$ cat src/rtl/riscv_regfile_mp_pkg.sv
// riscv_regfile_mp_pkg: sweep FSM states and legal register-count constants shared by the register file.
package riscv_regfile_mp_pkg;
  typedef enum logic {IDLE, SWEEP} sweep_state_e;
  localparam int NUM_REGS_RV32E = 16;
  localparam int NUM_REGS_RV32I = 32;
endpackage

$ cat src/rtl/riscv_reg_scoreboard.sv
// riscv_reg_scoreboard: one pending-producer bit per register; set by ID marks, cleared by write-back.
module riscv_reg_scoreboard import riscv_regfile_mp_pkg::*; #(
  parameter int NUM_REGS = NUM_REGS_RV32I,
  parameter int NUM_WR = 1,
  localparam int AW = $clog2(NUM_REGS)
) (
  input logic clk_i,
  input logic rst_ni,
  input logic i_clr_all,
  input logic [NUM_WR-1:0] i_wr_en,
  input logic [NUM_WR*AW-1:0] i_wr_addr,
  input logic i_mark_en,
  input logic [AW-1:0] i_mark_addr,
  output logic [NUM_REGS-1:0] o_busy
);
  logic [NUM_REGS-1:0] r_busy;
  logic [NUM_REGS-1:0] w_set;
  logic [NUM_REGS-1:0] w_clr;
  always_comb begin
    w_set = '0;
    w_clr = '0;
    for (int p = 0; p < NUM_WR; p++) if (i_wr_en[p]) w_clr[i_wr_addr[p*AW +: AW]] = 1'b1;
    if (i_mark_en) w_set[i_mark_addr] = 1'b1;
  end
  // set is applied after clear so a same-cycle mark keeps the register busy; x0 never goes busy
  always_ff @(posedge clk_i or negedge rst_ni)
    if (!rst_ni) r_busy <= '0;
    else if (i_clr_all) r_busy <= '0;
    else r_busy <= ((r_busy & ~w_clr) | w_set) & {{(NUM_REGS-1){1'b1}}, 1'b0};
  assign o_busy = r_busy;
endmodule

$ cat src/rtl/riscv_regfile_mp.sv
// riscv_regfile_mp: multi-port RISC-V register file with optional WB bypass, busy scoreboard
// and a zeroization sweep that clears x1..x(N-1) one register per cycle.
module riscv_regfile_mp import riscv_regfile_mp_pkg::*; #(
  parameter int XLEN = 32,
  parameter int NUM_REGS = NUM_REGS_RV32I,
  parameter int NUM_RD = 2,
  parameter int NUM_WR = 1,
  parameter int BYPASS_EN = 1,
  localparam int AW = $clog2(NUM_REGS)
) (
  input logic clk_i,
  input logic rst_ni,
  input logic [NUM_RD*AW-1:0] rd_addr_i,
  output logic [NUM_RD*XLEN-1:0] rd_data_o,
  output logic [NUM_RD-1:0] rd_busy_o,
  input logic [NUM_WR-1:0] wr_en_i,
  input logic [NUM_WR*AW-1:0] wr_addr_i,
  input logic [NUM_WR*XLEN-1:0] wr_data_i,
  input logic mark_en_i,
  input logic [AW-1:0] mark_addr_i,
  input logic clr_req_i,
  output logic clr_busy_o,
  output logic clr_done_o
);
  sweep_state_e r_state;
  logic [AW-1:0] r_idx;
  logic [XLEN-1:0] r_regs [NUM_REGS];
  logic [NUM_REGS-1:0] w_busy;
  logic [NUM_WR-1:0] w_wen;
  logic w_sweep;
  logic w_start;
  assign w_sweep = r_state == SWEEP;
  assign w_start = !w_sweep && clr_req_i;
  // qualified writes: x0 and anything arriving during a sweep are dropped
  always_comb begin
    w_wen = '0;
    for (int p = 0; p < NUM_WR; p++) w_wen[p] = wr_en_i[p] && wr_addr_i[p*AW +: AW] != '0 && !w_sweep;
  end
  riscv_reg_scoreboard #(.NUM_REGS(NUM_REGS), .NUM_WR(NUM_WR)) u_sb (
    .clk_i(clk_i),
    .rst_ni(rst_ni),
    .i_clr_all(w_start),
    .i_wr_en(w_wen),
    .i_wr_addr(wr_addr_i),
    .i_mark_en(mark_en_i && !w_sweep),
    .i_mark_addr(mark_addr_i),
    .o_busy(w_busy)
  );
  always_ff @(posedge clk_i or negedge rst_ni)
    if (!rst_ni) for (int r = 0; r < NUM_REGS; r++) r_regs[r] <= '0;
    else if (w_sweep) r_regs[r_idx] <= '0;
    else for (int p = 0; p < NUM_WR; p++) if (w_wen[p]) r_regs[wr_addr_i[p*AW +: AW]] <= wr_data_i[p*XLEN +: XLEN];
  always_ff @(posedge clk_i or negedge rst_ni)
    if (!rst_ni) begin
      r_state <= IDLE;
      r_idx <= '0;
      clr_busy_o <= 1'b0;
      clr_done_o <= 1'b0;
    end else begin
      clr_done_o <= 1'b0;
      if (!w_sweep) begin
        if (clr_req_i) begin
          r_state <= SWEEP;
          r_idx <= AW'(1);
          clr_busy_o <= 1'b1;
        end
      end else if (r_idx == AW'(NUM_REGS-1)) begin
        r_state <= IDLE;
        r_idx <= '0;
        clr_busy_o <= 1'b0;
        clr_done_o <= 1'b1;
      end else r_idx <= r_idx + 1'b1;
    end
  // returns {bypass_hit, data}; the highest-index matching write port wins
  function automatic logic [XLEN:0] read_port(input logic [AW-1:0] a);
    logic [XLEN:0] v;
    v = {1'b0, r_regs[a]};
    for (int p = 0; p < NUM_WR; p++)
      if (BYPASS_EN != 0 && w_wen[p] && wr_addr_i[p*AW +: AW] == a) v = {1'b1, wr_data_i[p*XLEN +: XLEN]};
    return a == '0 ? '0 : v;
  endfunction
  always_comb begin
    logic [XLEN:0] w_rp;
    w_rp = '0;
    rd_data_o = '0;
    rd_busy_o = '0;
    for (int k = 0; k < NUM_RD; k++) begin
      w_rp = read_port(rd_addr_i[k*AW +: AW]);
      rd_data_o[k*XLEN +: XLEN] = w_rp[XLEN-1:0];
      rd_busy_o[k] = w_busy[rd_addr_i[k*AW +: AW]] && !w_rp[XLEN];
    end
  end
endmodule

$ cat config.mk
export PLATFORM = sky130hd
export DESIGN_NAME = riscv_regfile_mp
export DESIGN_NICKNAME = d
export VERILOG_FILES = /design/src/rtl/riscv_regfile_mp_pkg.sv /design/src/rtl/riscv_reg_scoreboard.sv /design/src/rtl/riscv_regfile_mp.sv
export SDC_FILE = /design/constraint.sdc
export NUM_CORES = 2
export LEC_CHECK = 0
export BUFFER_PORTS_ARGS = -buffer_cell sky130_fd_sc_hd__buf_2
export CORE_MARGIN = 3
export CORE_UTILIZATION = 50
export CTS_BUF_LIST = sky130_fd_sc_hd__clkbuf_4 sky130_fd_sc_hd__clkbuf_8
export CTS_CLUSTER_SIZE = 20
export DETAILED_ROUTE_END_ITERATION = 8
export GPL_TIMING_DRIVEN = 0
export PLACE_DENSITY_LB_ADDON = 0.2
export SYNTH_ARGS = -nofsm -noshare
export SYNTH_HDL_FRONTEND = slang
export SYNTH_SLANG_ARGS = --single-unit
export TNS_END_PERCENT = 5
$ cat constraint.sdc
create_clock -name clk_i -period 4.6 [get_ports clk_i]
set_input_delay 0.92 -clock clk_i [delete_from_list [all_inputs] [get_ports clk_i]]
set_output_delay 0.92 -clock clk_i [all_outputs]
set_load 0.02 [all_outputs]
=== Word-level counts from Yosys, hierarchy flattened ===
Cells that the tools add are included.

* Input port bits: 57
* Bits in registers: 1064
* Logic and storage cells: 123
* Output and inout bits: 68

* Reductions and logical operators: 21
* Muxes and demuxes: 39
* Magnitude comparators: 12
* Bitwise gates (word level): 9
* Add/sub/neg operators: 1
* Equality and inequality tests: 4

{| class="wikitable"
|+ Operators by type and width
! kind !! number
|-
| 1024-bit two-way mux || 2
|-
| 1024-bit AND || 1
|-
| 1024-bit bitwise mux || 1
|-
| 1024-bit inverter || 1
|-
| 32-bit binary-select mux with 5-bit select || 2
|-
| 32-bit demux with 5-bit select || 2
|-
| 32-bit two-way mux || 9
|-
| 33-bit two-way mux || 4
|-
| 32-bit AND || 1
|-
| 32-bit inverter || 1
|-
| 32-bit bitwise OR || 1
|-
| 6-bit greater-or-equal comparator, second input constant || 4
|-
| 5-bit by 6-bit < comparator with 1-bit output, second input constant || 4
|-
| 5-bit inverter with 6-bit output || 4
|-
| 5-bit two-way mux || 3
|-
| 1-bit logical AND || 12
|-
| 6-bit by 1-bit < comparator with 1-bit output, second input constant || 2
|-
| 1-bit two-way mux || 12
|-
| 1-bit binary-select mux with 5-bit select || 2
|-
| 1-bit demux with 5-bit select || 2
|-
| 5-bit == test || 2
|-
| 5-bit by 1-bit greater-or-equal comparator with 1-bit output, second input constant || 2
|-
| 5-bit logical NOT || 2
|-
| 5-bit by 1-bit adder with 5-bit output, second input constant || 1
|-
| 6 further kinds || 9
|}

=== Logic depth before layout (Yosys ltp) ===
* Depth after elaboration: 9
* Depth in mapped cells: 9
* Depth with buffers taken out: 5

=== By module ===
A second synthesis with hierarchy kept.

* Cell total of the unflattened synthesis: 4171
* Area total of the unflattened synthesis: 55040.3 sq um

{| class="wikitable"
|+ By module, submodules not included
! module !! cells each !! times used !! area each (sq um) !! sequential area each (sq um)
|-
| riscv_regfile_mp || 4015 || 1 || 53530.1 || 25824.8
|-
| riscv_reg_scoreboard || 156 || 1 || 1510.2 || 775.7
|}

=== Least setup slack after synthesis ===
Ideal clock, no wire load.

* Kind: input-to-output
* From: in rd_addr_i[5]
* To: out rd_data_o[58]
* Setup slack: 1.158 ns
* Cell stages on the path: 7
* Buffers on the path: 2
* Required time: 3.680 ns
* Arrival time: 2.522 ns
* Path through: buf_4 -> buf_2 -> mux4_2 -> and2_1 -> a211o_1 -> o2111ai_1 -> a21oi_1

* Word-level cells in the longest chain between the ends: 6
* Elaborated cells on any way between the ends: 9
* Classes of those cells: 1 x eq/ne; 5 x mux; 1 x bitwise; 2 x reduce/logical

{| class="wikitable"
|+ RTL lines
! what !! RTL line !! source
|-
| start, declared || riscv_regfile_mp.sv:13 || <nowiki>input logic [NUM_RD*AW-1:0] rd_addr_i,</nowiki>
|-
| 5-bit inverter with 6-bit output (implied by the code) || riscv_regfile_mp.sv:77 || <nowiki>v = {1'b0, r_regs[a]};</nowiki>
|-
| 32-bit binary-select mux with 5-bit select || riscv_regfile_mp.sv:77 ||
|-
| 32-bit two-way mux (implied by the code) (2 in series) || riscv_regfile_mp.sv:77 ||
|-
| 33-bit two-way mux || riscv_regfile_mp.sv:79 || <nowiki>if (BYPASS_EN != 0 && w_wen[p] && wr_addr_i[p*AW +: AW] == a) v = {1'b1, wr_data_i[p*XLEN +: XLEN]};</nowiki>
|-
| 33-bit two-way mux (*) || riscv_regfile_mp.sv:80 || <nowiki>return a == '0 ? '0 : v;</nowiki>
|-
| end, declared || riscv_regfile_mp.sv:14 || <nowiki>output logic [NUM_RD*XLEN-1:0] rd_data_o,</nowiki>
|}

Every way passes the cells marked *; elsewhere a longest branch is shown, timed or not. The select of a mux whose other input is x is not followed.

=== Worst setup path in the final report ===
* From: in rd_addr_i[9]
* To: out rd_data_o[43]

The elaborated chain is that of the path after synthesis.

==> flow_metrics.py <==
metrics = {
    "setup_path": {
        "critPathCaptureType": "output port",
        "critPathLaunchType": "input port",
        "worstPathMaxFanout": 10,
        "cp.arrival_ns": 3.91,
        "crit_required_ns": 3.68,
        "worstSetupPathType": "input port to output port",
    },
    "drt": {
        "avgViaCountPerCell": 7.46,
        "via_count": 47900,
        "wl_mm": 248,
        "first_pass_iters": 6,
        "ant_nets": 0,
        "drc": 0,
        "wl_per_cell_um": 38.7,
        "drtIter0Drc": 7039,
    },
    "placement": {
        "place_congestion": 1.00,
        "dp_hpwl_mm": 174,
        "dpl_worst_slack_ns": -1.47,
        "port_buffers": 117,
    },
    "pwr": {
        "leakagePower_nw": 28.9,
        "power.sequential.fraction_pct": 42.6,
        "internal_power_mw": 19.0,
        "irDropWorstVdd_uv": 331,
        "p_sw_share_pct": 32.7,
        "switchingPower_mw": 9.24,
        "p_per_area_nw_per_um2": 443,
        "power.share.clock_pct": 34.8,
        "comb_power_share_pct": 22.7,
        "p_total_mw": 28.2,
    },
    "sta": {
        "setup_viol": 51,
        "max_freq_mhz": 207,
        "fin_crit_ns": 4.83,
        "clock_skew_ns": 0.0404,
        "slew_headroom_pct": -15.8,
        "hold_viol_final": 0,
        "grt_setup_unrepaired": "yes",
        "tightest_slew_ns": 1.74,
        "finalCritPeriodShare_pct": 105,
        "worst_slack_ns": -0.231,
        "drv_slew": 19,
    },
    "logic_synthesis": {
        "yosys-top-cells-area": "dfrtp_1 (48%), a22o_1 (16%), mux4_2 (14%), mux2i_1 (7.4%), clkbuf_1 (2.8%)",
        "ys_ff_latch": 1063,
        "syn_nets": 4455,
        "synth_cells": 4393,
        "syn_area_sq_um": 55800,
        "ys_async_sr_fraction_pct": 100,
        "seq_area_frac_synth_pct": 47.7,
        "yosysTopAreaCell": "dfrtp_1",
        "synth_top_cell_area_share_pct": 47.7,
        "ys.flop_type": "dfrtp_1",
        "yosys_warnings": 0,
        "synth_cell_types": 45,
        "syn-mean-instance-area_sq_um": 12.7,
        "synth_edf_count": 0,
    },
    "floorplanning": {
        "io_pins": 125,
        "die_area_sq_um": 116000,
        "core-area_sq_um": 110000,
        "floorplan.rows": 121,
        "start_util_pct": 50.8,
        "die_w_um": 340,
        "fp.dieH_um": 340,
    },
    "cells_and_area": {
        "nNetsFinal": 4799,
        "area_growth_pct": 14.2,
        "drive_above_1_share_pct": 22.3,
        "layout_common_cells": "dfrtp_1 (1063), a22o_1 (1023), mux2i_1 (414)",
        "layout_commonest_cell": "dfrtp_1",
        "fillers": 9035,
    },
    "run_status": {
        "run_status": "complete, but fails checks",
        "violations": "max-capacitance violations, max-slew violations, negative setup slack",
    },
    "cts": {
        "cts_max_level": 4,
        "cts_buffer_depth": 3,
        "cts_made_buffers": 184,
        "tritoncts": "yes",
        "path_clk_slew_ns": 0.06,
        "clk_latency_ns": 0.94,
        "clkSinkCount": 1063,
        "cts-root-buf": "clkbuf_8",
    },
    "global_route": {
        "grt_overflow": 0,
        "grt_first_pass_wirelength_mm": 348,
        "antenna_found_initial": 40,
        "grt.total_usage_pct": 42.4,
        "grt_pass1_vias": 46100,
        "grt_max_degree": 163,
    },
    "run": {
        "drv_cap": 3,
    },
    "worst_hold_path": {
        "hold_class": "input port to flip-flop",
    },
}
## per-stage QoR
stage | area, sq um | std cells | hold WS (ns) | util [%] | setup TNS [ns]
4_1_cts | 63400 | 6359 | 0.223 | 57.7 | -0.366
3_3_place_gp | 58200 | 5986 | 0.482 | 53.0 | -
2_1_floorplan | 55800 | 4393 | 0.467 | - | 0
6_report | 63700 | 6418 | 0.276 | 58.0 | -4.76
5_1_grt | 63600 | 6379 | 0.275 | 57.9 | -1.11
3_5_place_dp | 58900 | 6016 | 0.497 | 53.6 | -61.84
## kinds of logic after synthesis
kind of cell,synth area share (%)
buffers and inverters,4.31
AOI/OAI and AO/OA,22.6
muxes,21.3
DFF,47.7
adders and majority gates,0.112
xor gates and xnor gates,0.188
and+or+nand+nor,3.80
## power groups by stage
| stage | logic, mW | clock network [mW] | registers [mW] |
|---|---|---|---|
| floorplan | 3.98 | 0 | 11.7 |
| global placement | 5.91 | 0 | 12.0 |
| detailed placement | 6.11 | 0 | 12.0 |
| CTS | 6.17 | 9.80 | 11.9 |
| global route | 6.62 | 10.2 | 12.1 |
| finish | 6.40 | 9.82 | 12.0 |
## cells in the mapped netlist, types with 20 or more instances
cell type	instances
buf_4	20
nand3_1	38
and2_1	70
o2111ai_1	64
and3_1	49
a31oi_1	66
mux4_2	342
mux2i_1	414
a22o_1	1023
nor2_1	51
dfrtp_1	1063
a21oi_1	139
a22oi_1	157
nor2b_1	20
buf_2	87
clkbuf_1	418
nand2_1	139
a211o_1	30
o21ai_0	71
## registers in the layout, indices dropped and copies added (netlist names)
register     count
r_regs        1024
u_sb.o_busy     31
r_idx            5
clr_busy_o       1
clr_done_o       1
r_state          1
## per-layer routing
metal	share of wire [%]	global-route usage [%]
met1	36	53.3
met2	42	58.9
met3	14	19.0
met4	7.5	28.0
met5	0.13	0.917
## layout make-up
| class | count | area [sq um] | share of cell area, % |
|---|---|---|---|
| Antenna cell | 55 | 138 | 0.216 |
| Buffer | 548 | 2430 | 3.81 |
| Clock buffer | 282 | 3620 | 5.69 |
| Clock inverter | 54 | 512 | 0.804 |
| Inverter | 20 | 76.3 | 0.120 |
| Multi-Input combinational cell | 2762 | 27200 | 42.7 |
| Sequential cell | 1063 | 26600 | 41.8 |
| Tap cell | 1476 | 1850 | 2.90 |
| Timing Repair Buffer | 158 | 1250 | 1.97 |
## repair_timing
item                       CTS  global route
pin swaps                    2             1
hold endpoints to repair    78             0
gates cloned                 0             0
resized for setup           90            39
setup buffers                6             4
setup endpoints to repair   66            62
hold buffers                 1             0
## worst paths after layout
path,startpoint,to,slack [ns],cells after the start
worst max-delay path,rd_addr_i[9],rd_data_o[43],-0.23,9
worst min-delay path,clr_req_i,r_idx[1],0.28,2
worst max register to register,r_state,r_regs[792],0.81,6
worst min register to register,r_regs[418],r_regs[418],0.52,1
max in group asynchronous,rst_ni,r_regs[370],2.12,4
min in group asynchronous,rst_ni,u_sb.o_busy[5],0.56,2
## worst max-delay path, cell delays in order
cell,delay (ns)
buf_2,0.17
clkinv_1,0.56
and3_1,0.38
buf_1,0.18
clkbuf_1,0.40
a22oi_2,0.45
o2111ai_2,0.31
a21oi_2,0.32
buf_2,0.21
(Power assumes the default switching activity.)
